<file path="src/rtl/peak_average.sv">
// peak_average: averages 2^AVG_SHIFT framed peak batches per peak index and emits one framed packet per average.
// Define PEAK_AVERAGE_ERRCNT_EN to enable the saturating dropped-batch counter on error_count.
module peak_average #(
  parameter int NPEAKS    = 4,
  parameter int AVG_SHIFT = 3
) (
  input  logic        clk,
  input  logic        reset,
  input  logic        sink_sop,
  input  logic        sink_eop,
  input  logic        sink_valid,
  input  logic [31:0] sink_freq,
  input  logic [31:0] sink_mag,
  input  logic        source_ready,
  output logic        source_sop,
  output logic        source_eop,
  output logic        source_valid,
  output logic [31:0] source_freq,
  output logic [31:0] source_mag,
  output logic [15:0] error_count
);
  localparam int PW = NPEAKS > 1 ? $clog2(NPEAKS) : 1;
  localparam int AW = 32 + AVG_SHIFT;
  localparam int BW = AVG_SHIFT + 1;
  typedef enum logic [1:0] {COLLECT, COMMIT, OUTPUT} state_t;
  state_t state_q, state_d;
  logic open_q, open_d;
  logic [PW-1:0] beat_pos_q, beat_pos_d, out_pos_q, out_pos_d, pos, nxt;
  logic [BW-1:0] batch_cnt_q, batch_cnt_d;
  logic [31:0] buf_freq_q [NPEAKS], buf_freq_d [NPEAKS];
  logic [31:0] buf_mag_q [NPEAKS], buf_mag_d [NPEAKS];
  logic signed [AW-1:0] acc_freq_q [NPEAKS], acc_freq_d [NPEAKS];
  logic signed [AW-1:0] acc_mag_q [NPEAKS], acc_mag_d [NPEAKS];
  logic signed [AW-1:0] shf_f, shf_m;
  logic src_valid_q, src_valid_d, src_sop_q, src_sop_d, src_eop_q, src_eop_d;
  logic [31:0] src_freq_q, src_freq_d, src_mag_q, src_mag_d;
  logic collect, accept, last, good, tx, out_last;
  assign collect  = state_q == COLLECT;
  assign pos      = sink_sop ? '0 : beat_pos_q;
  assign accept   = collect && sink_valid && (sink_sop || open_q);
  assign last     = pos == PW'(NPEAKS - 1);
  assign good     = accept && sink_eop && last;
  assign tx       = src_valid_q && source_ready;
  assign out_last = out_pos_q == PW'(NPEAKS - 1);
  always_ff @(posedge clk) state_q <= reset ? COLLECT : state_d;
  always_comb begin
    state_d = state_q;
    if (good)
      state_d = COMMIT;
    else if (state_q == COMMIT)
      state_d = batch_cnt_d == BW'(2 ** AVG_SHIFT) ? OUTPUT : COLLECT;
    else if (state_q == OUTPUT && tx && out_last)
      state_d = COLLECT;
  end
  always_comb begin
    open_d      = open_q;
    beat_pos_d  = beat_pos_q;
    batch_cnt_d = batch_cnt_q;
    buf_freq_d  = buf_freq_q;
    buf_mag_d   = buf_mag_q;
    acc_freq_d  = acc_freq_q;
    acc_mag_d   = acc_mag_q;
    out_pos_d   = out_pos_q;
    src_valid_d = src_valid_q;
    src_sop_d   = src_sop_q;
    src_eop_d   = src_eop_q;
    src_freq_d  = src_freq_q;
    src_mag_d   = src_mag_q;
    nxt         = src_valid_q ? out_pos_q + 1'b1 : '0;
    shf_f       = acc_freq_q[nxt] >>> AVG_SHIFT;
    shf_m       = acc_mag_q[nxt] >>> AVG_SHIFT;
    if (accept) begin
      buf_freq_d[pos] = sink_freq;
      buf_mag_d[pos]  = sink_mag;
      open_d          = !(sink_eop || last);
      beat_pos_d      = (sink_eop || last) ? '0 : pos + 1'b1;
    end
    if (state_q == COMMIT) begin
      for (int i = 0; i < NPEAKS; i++) begin
        acc_freq_d[i] = acc_freq_q[i] + AW'($signed(buf_freq_q[i]));
        acc_mag_d[i]  = acc_mag_q[i] + AW'($signed(buf_mag_q[i]));
      end
      batch_cnt_d = batch_cnt_q + 1'b1;
    end
    // first OUTPUT cycle loads beat 0; later beats advance only on a transfer
    if (state_q == OUTPUT && (!src_valid_q || tx)) begin
      if (src_valid_q && out_last) begin
        src_valid_d = 1'b0;
        src_sop_d   = 1'b0;
        src_eop_d   = 1'b0;
        batch_cnt_d = '0;
        acc_freq_d  = '{default: '0};
        acc_mag_d   = '{default: '0};
      end else begin
        src_valid_d = 1'b1;
        src_sop_d   = nxt == '0;
        src_eop_d   = nxt == PW'(NPEAKS - 1);
        src_freq_d  = shf_f[31:0];
        src_mag_d   = shf_m[31:0];
        out_pos_d   = nxt;
      end
    end
  end
  always_ff @(posedge clk) begin
    if (reset) begin
      open_q      <= 1'b0;
      beat_pos_q  <= '0;
      batch_cnt_q <= '0;
      acc_freq_q  <= '{default: '0};
      acc_mag_q   <= '{default: '0};
      out_pos_q   <= '0;
      src_valid_q <= 1'b0;
      src_sop_q   <= 1'b0;
      src_eop_q   <= 1'b0;
      src_freq_q  <= '0;
      src_mag_q   <= '0;
    end else begin
      open_q      <= open_d;
      beat_pos_q  <= beat_pos_d;
      batch_cnt_q <= batch_cnt_d;
      acc_freq_q  <= acc_freq_d;
      acc_mag_q   <= acc_mag_d;
      out_pos_q   <= out_pos_d;
      src_valid_q <= src_valid_d;
      src_sop_q   <= src_sop_d;
      src_eop_q   <= src_eop_d;
      src_freq_q  <= src_freq_d;
      src_mag_q   <= src_mag_d;
    end
  end
  always_ff @(posedge clk) begin
    buf_freq_q <= buf_freq_d;
    buf_mag_q  <= buf_mag_d;
  end
  assign source_valid = src_valid_q;
  assign source_sop   = src_sop_q;
  assign source_eop   = src_eop_q;
  assign source_freq  = src_freq_q;
  assign source_mag   = src_mag_q;
`ifdef PEAK_AVERAGE_ERRCNT_EN
  logic [15:0] err_q, err_d;
  logic [16:0] err_sum;
  logic e_part, e_other;
  // a sop on an open frame can also be a malformed one-beat frame: two errors in one edge
  assign e_part  = accept && sink_sop && open_q;
  assign e_other = (accept && (sink_eop != last)) || (collect && sink_valid && !sink_sop && !open_q) ||
                   (!collect && sink_valid && sink_sop);
  always_comb begin
    err_sum = {1'b0, err_q} + 17'(e_part) + 17'(e_other);
    err_d   = err_sum[16] ? 16'hFFFF : err_sum[15:0];
  end
  always_ff @(posedge clk) err_q <= reset ? '0 : err_d;
  assign error_count = err_q;
`else
  assign error_count = '0;
`endif
endmodule
</file>
<file path="config.mk">
export PLATFORM = sky130hd
export DESIGN_NAME = peak_average
export DESIGN_NICKNAME = d
export VERILOG_FILES = /design/src/rtl/peak_average.sv
export SDC_FILE = /design/constraint.sdc
export NUM_CORES = 1
export LEC_CHECK = 0
export ABC_AREA = 1
export CAP_MARGIN = 20
export CORE_ASPECT_RATIO = 1.2
export CORE_MARGIN = 2
export CORE_UTILIZATION = 40
export DETAILED_ROUTE_END_ITERATION = 12
export PLACE_DENSITY = 0.57
export SLEW_MARGIN = 20
export SYNTH_ARGS = -nofsm -noshare
export SYNTH_HDL_FRONTEND = slang
export SYNTH_SLANG_ARGS = --single-unit
</file>
<file path="constraint.sdc">
create_clock -name clk -period 7.6 [get_ports clk]
set_clock_uncertainty 0.2 [all_clocks]
set_input_delay 0.76 -clock clk [delete_from_list [all_inputs] [get_ports clk]]
set_output_delay 0.76 -clock clk [all_outputs]
set_load 0.01 [all_outputs]
</file>
# Word-level counts from Yosys, hierarchy flattened

Cells that the tools add are included.

$lt $le $gt $ge: 3
Eq/ne operators: 6
Bitwise gates (word level): 3
Reduce and logical (&&, ||, !) cells: 21
$add $sub $neg: 11
Mux-type cells: 29

Operators by type and width:

| kind                                                        | count |
|---|---|
| two-way mux 140 bit                                         | 6 |
| adder 35 x 32 -> 35 bit                                     | 8 |
| bitwise mux 128 bit                                         | 2 |
| binary-select mux 35 bit (select 2 bit)                     | 2 |
| two-way mux 35 bit                                          | 4 |
| demux 32 bit (select 2 bit)                                 | 1 |
| two-way mux 32 bit                                          | 1 |
| two-way mux 2 bit                                           | 6 |
| two-way mux 4 bit                                           | 3 |
| logical AND 1 bit                                           | 10 |
| == test 2 bit (second input constant)                       | 4 |
| greater-or-equal comparator 3 bit (second input constant)   | 2 |
| NOT 2 -> 3 bit                                              | 2 |
| adder 2 x 1 -> 2 bit (second input constant)                | 2 |
| adder 4 x 1 -> 4 bit (second input constant)                | 1 |
| == test 4 bit (second input constant)                       | 1 |
| zero test 2 bit                                             | 2 |
| two-way mux 1 bit                                           | 4 |
| logical OR 1 bit                                            | 3 |
| less-than comparator 3 x 1 -> 1 bit (second input constant) | 1 |
| nonzero test 3 bit                                          | 1 |
| == test 2 x 1 -> 1 bit (second input constant)              | 1 |
| zero test 1 bit                                             | 2 |
| AND reduction 2 bit                                         | 1 |
| 3 further kinds                                             | 3 |

Output and inout bits: 83
Logic and storage cells: 100
Bits in registers: 614

# Depth between registers and ports, before layout

Gate-level depths: netlist (run 1).

Depth after elaboration: 8
Gate-level depth with buffers: 15

# Worst setup path after synthesis (run 1)

Ideal clock, no wire load.

Kind: input port to flip-flop
Start point: in sink_valid
End point: reg state_q[1]
Arrival time: 4.485 ns
Library setup time: 0.117 ns
Slack: 2.798 ns
Stages: 6
Path through: inv_1 nor4_1 inv_1 nor2_1 nand2_1 o211a_1

Cells in the longest elaborated chain, start to end: 5

RTL lines:

| what                                | RTL line | RTL |
|---|---|---|
| start: declaration                  | 11       | `input logic sink_valid,` |
| logical AND 1 bit (2 in series)     | 40       | `assign accept = collect && sink_valid && (sink_sop \|\| open_q);` |
| logical AND 1 bit (2 in series)     | 42       | `assign good = accept && sink_eop && last;` |
| OR reduction 2 bit (no source line) | -        |  |
| end signal: assignment              | 45       | `always_ff @(posedge clk) state_q <= reset ? COLLECT : state_d;` |
| end: declaration                    | 26       | `state_t state_q, state_d;` |

No other way between the ends.
A chain may end at the register's enable or synchronous reset.

# Final worst setup path (run 1)

Start point: reg out_pos_q[0]
End point: reg acc_mag_q[122] in the netlist's numbering

Cells in the longest elaborated chain, start to end: 4

RTL lines:

| what                     | RTL line | RTL |
|---|---|---|
| start: declaration       | 28       | `logic [PW-1:0] beat_pos_q, beat_pos_d, out_pos_q, out_pos_d, pos, nxt;` |
| start signal: assignment | 123      | `out_pos_q <= out_pos_d;` |
| == test 2 bit            | 44       | `assign out_last = out_pos_q == PW'(NPEAKS - 1);` |
| logical AND 1 bit        | 87       | `if (src_valid_q && out_last) begin` |
| two-way mux 140 bit      | 87       |  |
| two-way mux 140 bit      | 86       | `if (state_q == OUTPUT && (!src_valid_q \|\| tx)) begin` |
| end signal: assignment   | 122      | `acc_mag_q <= acc_mag_d;` |
| end: declaration         | 33       | `logic signed [AW-1:0] acc_mag_q [NPEAKS], acc_mag_d [NPEAKS];` |

No other way between the ends.

==> flow_summary.ini, run 1 <==
[final_layout]
areaGrowthSynthToFinish_pct = 11.9
finish.instance_area_mm2 = 0.0468
fin_nets = 6709
final_cells = 7790
drive_above_1_share_pct = 2.74
fin_util_pct = 45.3

[clock_tree]
cts_root_buffer = clkbuf_16
cts_hold_buf = 0
cts_setup_buffers = 0
cts_buffers = 73
cts.sinks = 614
htreeDepth = 3
insertion_delay_ns = 0.65
cts-resized-gates = 0
clockBufferDepth = 3
tritoncts = built
clk_pin_slew_ns = 0.06

[setup_path]
path_cells = buf_4 > ha_1 > nand2_1 > nor3_2 > nor2_4 > inv_6 > buf_4 > a21oi_1 > o21ai_0 > inv_1
reg2reg_from = out_pos_q[0]
path_max_fanout = 69
cpMaxStageDelayCell = buf_4
cp.required_ns = 7.92
reg2reg_slack_ns = 3.92
cp.arrival_ns = 4.01
cp-end-kind = flip-flop
cp-start-kind = flip-flop
ff2ff_path_depth = 10
worst_path_most_repeated_cell = buf_4
crit-reg2reg-capture = acc_mag_q[122]
cpPeakStageDelay_ns = 0.85
path_class = flip-flop to flip-flop

[floorplan]
start_util_pct = 40.5
die-area_mm2 = 0.107
dieHeight_um = 358
fp.dieW_um = 299
core.rowCount = 129
coreArea_mm2 = 0.103
io_pins = 153

[routing]
vias = 40100
drc = 0
routed_wl_mm = 155
dr.first_iter.drc_count = 2246
ant_nets = 0
post_drt_wl_per_cell_um = 19.9
vias_per_cell = 5.14
firstDrtPassIters = 5

[power_and_ir_drop]
p_per_area_mw_per_mm2 = 156
ir_drop_mv = 0.121
p_leak_nw = 23.3
p_total_mw = 7.32

[synthesis]
synth_ff_type = dfxtp_1
synth_edf_count = 256
yosys_warnings = 0
seq_area_frac_synth_pct = 35.5
syn_inst = 6275
async_reset_ff_share_pct = 0
syn_area_per_cell_um2 = 6.66
synth.distinct_cells = 39
netlist_area_mm2 = 0.0418
ys_seq_elements = 614

[hold_path]
hold_depth = 2
hp-class = flip-flop to flip-flop
holdPathEnd = open_q
min_from = open_q

[timing]
hold_viol = 0
setup_viol = 0
hold_slack_ns = 0.273
slew_headroom_pct = 27.5
setup_tns_ns = 0
max_freq_mhz = 272
fin_crit_sh_pct = 48.4
rsz0062_at_grt = false
fin_crit_ns = 3.68
fin_ws_ns = 3.92
slew_violations = 0
tightest_slew_ns = 1.09

[placed_design]
placed_cell_area_mm2 = 0.0443
dp_cells = 7653
io_buffers = 136
place_congestion = 0.959
dpl.hpwl_mm = 121
place_ws_ns = 3.54

[grt]
grt_pass1_wl_mm = 230
antenna_found_initial = 1
grt_max_degree = 126
grt_pass1_vias = 40100
overflow = 0
track_usage_pct = 28.4

[flow_run]
maxCapViolCount = 0

[outcome]
status = finished clean
[power breakdown]
part / internal [mW] / total, mW / switching [mW] / leakage (nW)
combinational: 0.0696 / 0.244 / 0.175 / 16.9
sequential: 3.46 / 3.47 / 0.00906 / 5.21
clock: 2.10 / 3.60 / 1.50 / 1.19
total: 5.63 / 7.32 / 1.69 / 23.3
[how the worst max path moves through the flow]
stage / start / to / slack (ns)
2_1_floorplan: sink_valid / state_q[1] / 2.80
3_3_place_gp: sink_valid / buf_freq_q[126] / 3.62
3_5_place_dp: sink_sop / buf_freq_q[127] / 3.54
4_1_cts: out_pos_q[0] / acc_mag_q[17] / 3.95
5_1_grt: out_pos_q[0] / acc_mag_q[17] / 3.70
6_report: out_pos_q[0] / acc_mag_q[122] / 3.92
[registers in the layout, summed over array words and instances (netlist names)]
name / cells
acc_freq_q: 140
acc_mag_q: 140
buf_freq_q: 128
buf_mag_q: 128
source_freq: 32
source_mag: 32
batch_cnt_q: 4
beat_pos_q: 2
out_pos_q: 2
state_q: 2
open_q: 1
source_eop: 1
source_sop: 1
source_valid: 1
[Yosys cell counts (8+ instances only)]
cell | count | area [µm²]
xnor2_1 | 20 | 175
inv_1 | 1119 | 4200
clkbuf_1 | 81 | 304
nor2_1 | 734 | 2760
buf_2 | 33 | 165
a31oi_1 | 64 | 400
o21ai_0 | 417 | 2090
nand3_1 | 478 | 2390
nor3_1 | 88 | 440
nand2_1 | 1571 | 5900
or2_2 | 20 | 125
buf_4 | 33 | 248
ha_1 | 278 | 3480
nand4_1 | 38 | 238
o21ai_1 | 13 | 65.1
edfxtp_1 | 256 | 7690
a21oi_1 | 462 | 2310
o211ai_1 | 86 | 646
o21bai_1 | 30 | 225
dfxtp_1 | 358 | 7170
xor2_1 | 33 | 289
buf_1 | 19 | 71.3
fa_1 | 8 | 160
[layout by cell type, fill, tap and decap left out, types with 4 or more instances in the layout]
cell	instances
nand2_1	1570
inv_1	1117
nor2_1	730
nand3_1	478
a21oi_1	462
o21ai_0	417
dfxtp_1	358
ha_1	278
edfxtp_1	256
clkdlybuf4s50_1	136
nor3_1	88
o211ai_1	86
clkbuf_16	74
a31oi_1	64
nand4_1	38
xor2_1	33
o21bai_1	30
buf_4	22
or2_2	20
xnor2_1	20
conb_1	16
clkbuf_1	14
o21ai_1	13
clkbuf_8	13
clkinv_2	9
clkinv_1	9
fa_1	8
nor2_4	7
inv_6	6
a21boi_0	6
bufinv_16	5
inv_2	4
nand3b_1	4
[area by class of cell]
cell class | instances | area [µm²]
timing repair buffer | 159 | 1550
sequential | 614 | 14900
clock buffer | 101 | 2080
tap | 1375 | 1720
antenna | 1 | 2.50
fill | 10900 | 56500
multi-input combinational | 4380 | 22000
inverter | 1125 | 4240
clock inverter | 35 | 353
[worst max-delay path, delay by kind of cell, from the launching register on]
kind / cells / cell delay (ns)
flops: 1 / 0.59
compound gates: 2 / 0.21
fa+ha+maj: 1 / 0.21
simple gates: 3 / 0.38
buf+inv: 4 / 1.87
[metal layers]
| metal | up-vias | share of wire [%] | track usage, % |
|---|---|---|---|
| li1 | 20400 | - | - |
| met1 | 18400 | 37 | 28.8 |
| met2 | 875 | 54 | 56.4 |
| met3 | 372 | 3.2 | 2.61 |
| met4 | 0 | 6.2 | 16.1 |
| met5 | - | 0 | 0 |
[cell families (layout without fill, tap and decap cells)]
logic type,after synthesis,in the layout,synth area share [%]
AOI/OAI and AO/OA,1087,1087,14.0
xor gates and xnor gates,53,53,1.11
adders and majority gates,286,286,8.70
buffers and inverters,1296,1420,12.1
DFF,614,614,35.5
other,1,17,0.00897
and+or+nand+nor,2938,2938,28.5
No activity file was read; power rests on OpenSTA's default activity.
==> run 2: changes to the inputs <==
--- a/config.mk
+++ b/config.mk
@@ -11,7 +11,7 @@
 export CORE_MARGIN = 2
 export CORE_UTILIZATION = 40
 export DETAILED_ROUTE_END_ITERATION = 12
-export PLACE_DENSITY = 0.57
+export PLACE_DENSITY = 0.59
 export SLEW_MARGIN = 20
 export SYNTH_ARGS = -nofsm -noshare
 export SYNTH_HDL_FRONTEND = slang
==> constraint.sdc (replaced) <==
create_clock -name clk -period 3.2 [get_ports clk]
set_clock_uncertainty 0.2 [all_clocks]
set_input_delay 0.32 -clock clk [delete_from_list [all_inputs] [get_ports clk]]
set_output_delay 0.32 -clock clk [all_outputs]
set_load 0.01 [all_outputs]
==> run 2 against run 1 <==
Combinational power grew to 2.5 times the previous value. Total power increased by 140%. Clock power increased to 2.5 times the previous value. Sequential power rose by 140%. Die area is the same. Critical path type unchanged. Fmax up 28%. Utilization increased by 0.56 points. Non-clock buffer count up 22. Critical path depth up 4. Setup slack got worse by 3.6 ns. Global-route usage fell by 0.61 points.
==> flow_summary.ini, run 2 (synthesized netlist as in run 1, its figures left out) <==
[final_layout]
layout.cells.most_common_list = 1570 x nand2_1, 1117 x inv_1, 730 x nor2_1
top_regs = acc_freq_q (140), acc_mag_q (140)
fin_util_pct = 45.8
layout_commonest_cell = nand2_1
areaGrowthSynthToFinish_pct = 13.2
final_cells = 7814
drive_above_1_share_pct = 3.14
fin_nets = 6732

[timing]
slew_violations = 0
hold_slack_ns = 0.120
setup_tns_ns = 0
hold_viol = 0
rsz0062_at_grt = false
fin_crit_ns = 2.87
max_freq_mhz = 348
tightest_slew_ns = 0.781
setup_viol = 0
fin_crit_sh_pct = 89.8
slew_headroom_pct = 47.9

[routing]
vias_per_cell = 5.20
ant_nets = 0
routed_wl_mm = 152
vias = 40600
post_drt_wl_per_cell_um = 19.4
drc = 0
dr.first_iter.drc_count = 2484
firstDrtPassIters = 6

[grt]
overflow = 0
track_usage_pct = 27.8
grt_pass1_vias = 40300
grt_max_degree = 134
grt_pass1_wl_mm = 226
antenna_found_initial = 3

[outcome]
status = finished clean

[placed_design]
place_congestion = 0.982
dpl.hpwl_mm = 117
io_buffers = 136
dp_cells = 7675

[setup_path]
reg2reg_slack_ns = 0.33
cp.arrival_ns = 3.22
cp.required_ns = 3.54
cp-end-kind = flip-flop
crit-reg2reg-capture = acc_mag_q[102]
critical_path.startpoint = buf_mag_q[64]
path_class = flip-flop to flip-flop
path_max_fanout = 3
ff2ff_path_depth = 14
cp-start-kind = flip-flop
reg2reg_from = buf_mag_q[64]

[power_and_ir_drop]
p_clk_share_pct = 50.6
p_switching_mw = 4.10
internal_power_mw = 13.8
seqPwrFrac_pct = 46.0
p_leak_nw = 23.6
p_per_area_mw_per_mm2 = 378
ir_drop_mv = 0.408
p_sw_share_pct = 22.9
p_comb_share_pct = 3.4

[clock_tree]
cts.sinks = 614
cts_root_buffer = clkbuf_16
cts_hold_buf = 0
cts-resized-gates = 0
cts_setup_buffers = 0
insertion_delay_ns = 0.65
cts_buffers = 74
clk_pin_slew_ns = 0.06
clockBufferDepth = 3
tritoncts = built
htreeDepth = 3

[floorplan]
start_util_pct = 40.5
io_pins = 153
dieHeight_um = 358
coreArea_mm2 = 0.103
core.rowCount = 129
fp.dieW_um = 299
die-area_mm2 = 0.107

[hold_path]
holdPathEnd = state_q[0]
min_from = sink_eop
hp-class = input port to flip-flop
hold_depth = 3

[flow_run]
maxCapViolCount = 0
## run 2: cell count changes in the layout (fill, tap and decap cells not counted), sizes merged
cell,change
bufinv,+3
buf,+22
inv,-1
clkbuf,+7
clkinv,-5
clkinvlp,-2
## run 2: metrics by stage
step                      power [mW]  cell area (µm²)  setup WS (ns)
after floorplan                 8.71            41900        -0.0993
after global routing            18.4            47400          0.174
final                           17.9            47400          0.325
after detailed placement        9.02            44800          0.399
after CTS                       18.1            47400          0.385
after global placement          9.01            44800          0.445
## run 2: cell type report
class | instances | area (µm²)
Multi-Input combinational cell | 4380 | 22000
Sequential cell | 614 | 14900
Inverter | 1125 | 4240
Fill cell | 10700 | 55900
Tap cell | 1375 | 1720
Timing Repair Buffer | 181 | 1970
Clock buffer | 108 | 2180
Clock inverter | 30 | 398
Antenna cell | 1 | 2.50
## run 2: routing by layer
layer | GRT usage [%] | wire length (µm) | vias up
met1 | 29.2 | 57400 | 18700
met3 | 2.74 | 5850 | 379
met5 | 0 | 0 | -
li1 | - | - | 20400
met2 | 53.4 | 78500 | 1088
met4 | 16.8 | 10000 | 0
## run 2: worst max path at each step
stage | endpoint | slack (ns)
floorplan | buf_freq_q[100] | -0.1
global placement | acc_mag_q[102] | 0.44
detailed placement | acc_mag_q[102] | 0.40
CTS | acc_mag_q[102] | 0.39
global route | acc_mag_q[102] | 0.17
finish | acc_mag_q[102] | 0.33
## run 2: power by group through the flow
| stage | Combinational [mW] | Clock, mW | Sequential, mW |
|---|---|---|---|
| 2_1_floorplan | 0.307 | 0 | 8.40 |
| 3_3_place_gp | 0.607 | 0 | 8.41 |
| 3_5_place_dp | 0.607 | 0 | 8.41 |
| 4_1_cts | 0.611 | 9.23 | 8.24 |
| 5_1_grt | 0.662 | 9.52 | 8.24 |
| 6_report | 0.612 | 9.06 | 8.24 |
## run 2: worst max-delay path: stages, from the launching register on
cell and delay (ns):
edfxtp_1 0.37, ha_1 0.25, fa_1 0.42, nand3_1 0.14, nand3_1 0.26, nand2_1 0.16, nand2_1 0.17, nand3_1 0.17
nand2_1 0.12, nand2_1 0.18, nand2_1 0.08, nand2_1 0.06, nand3_1 0.07, nand2_1 0.08, inv_1 0.03
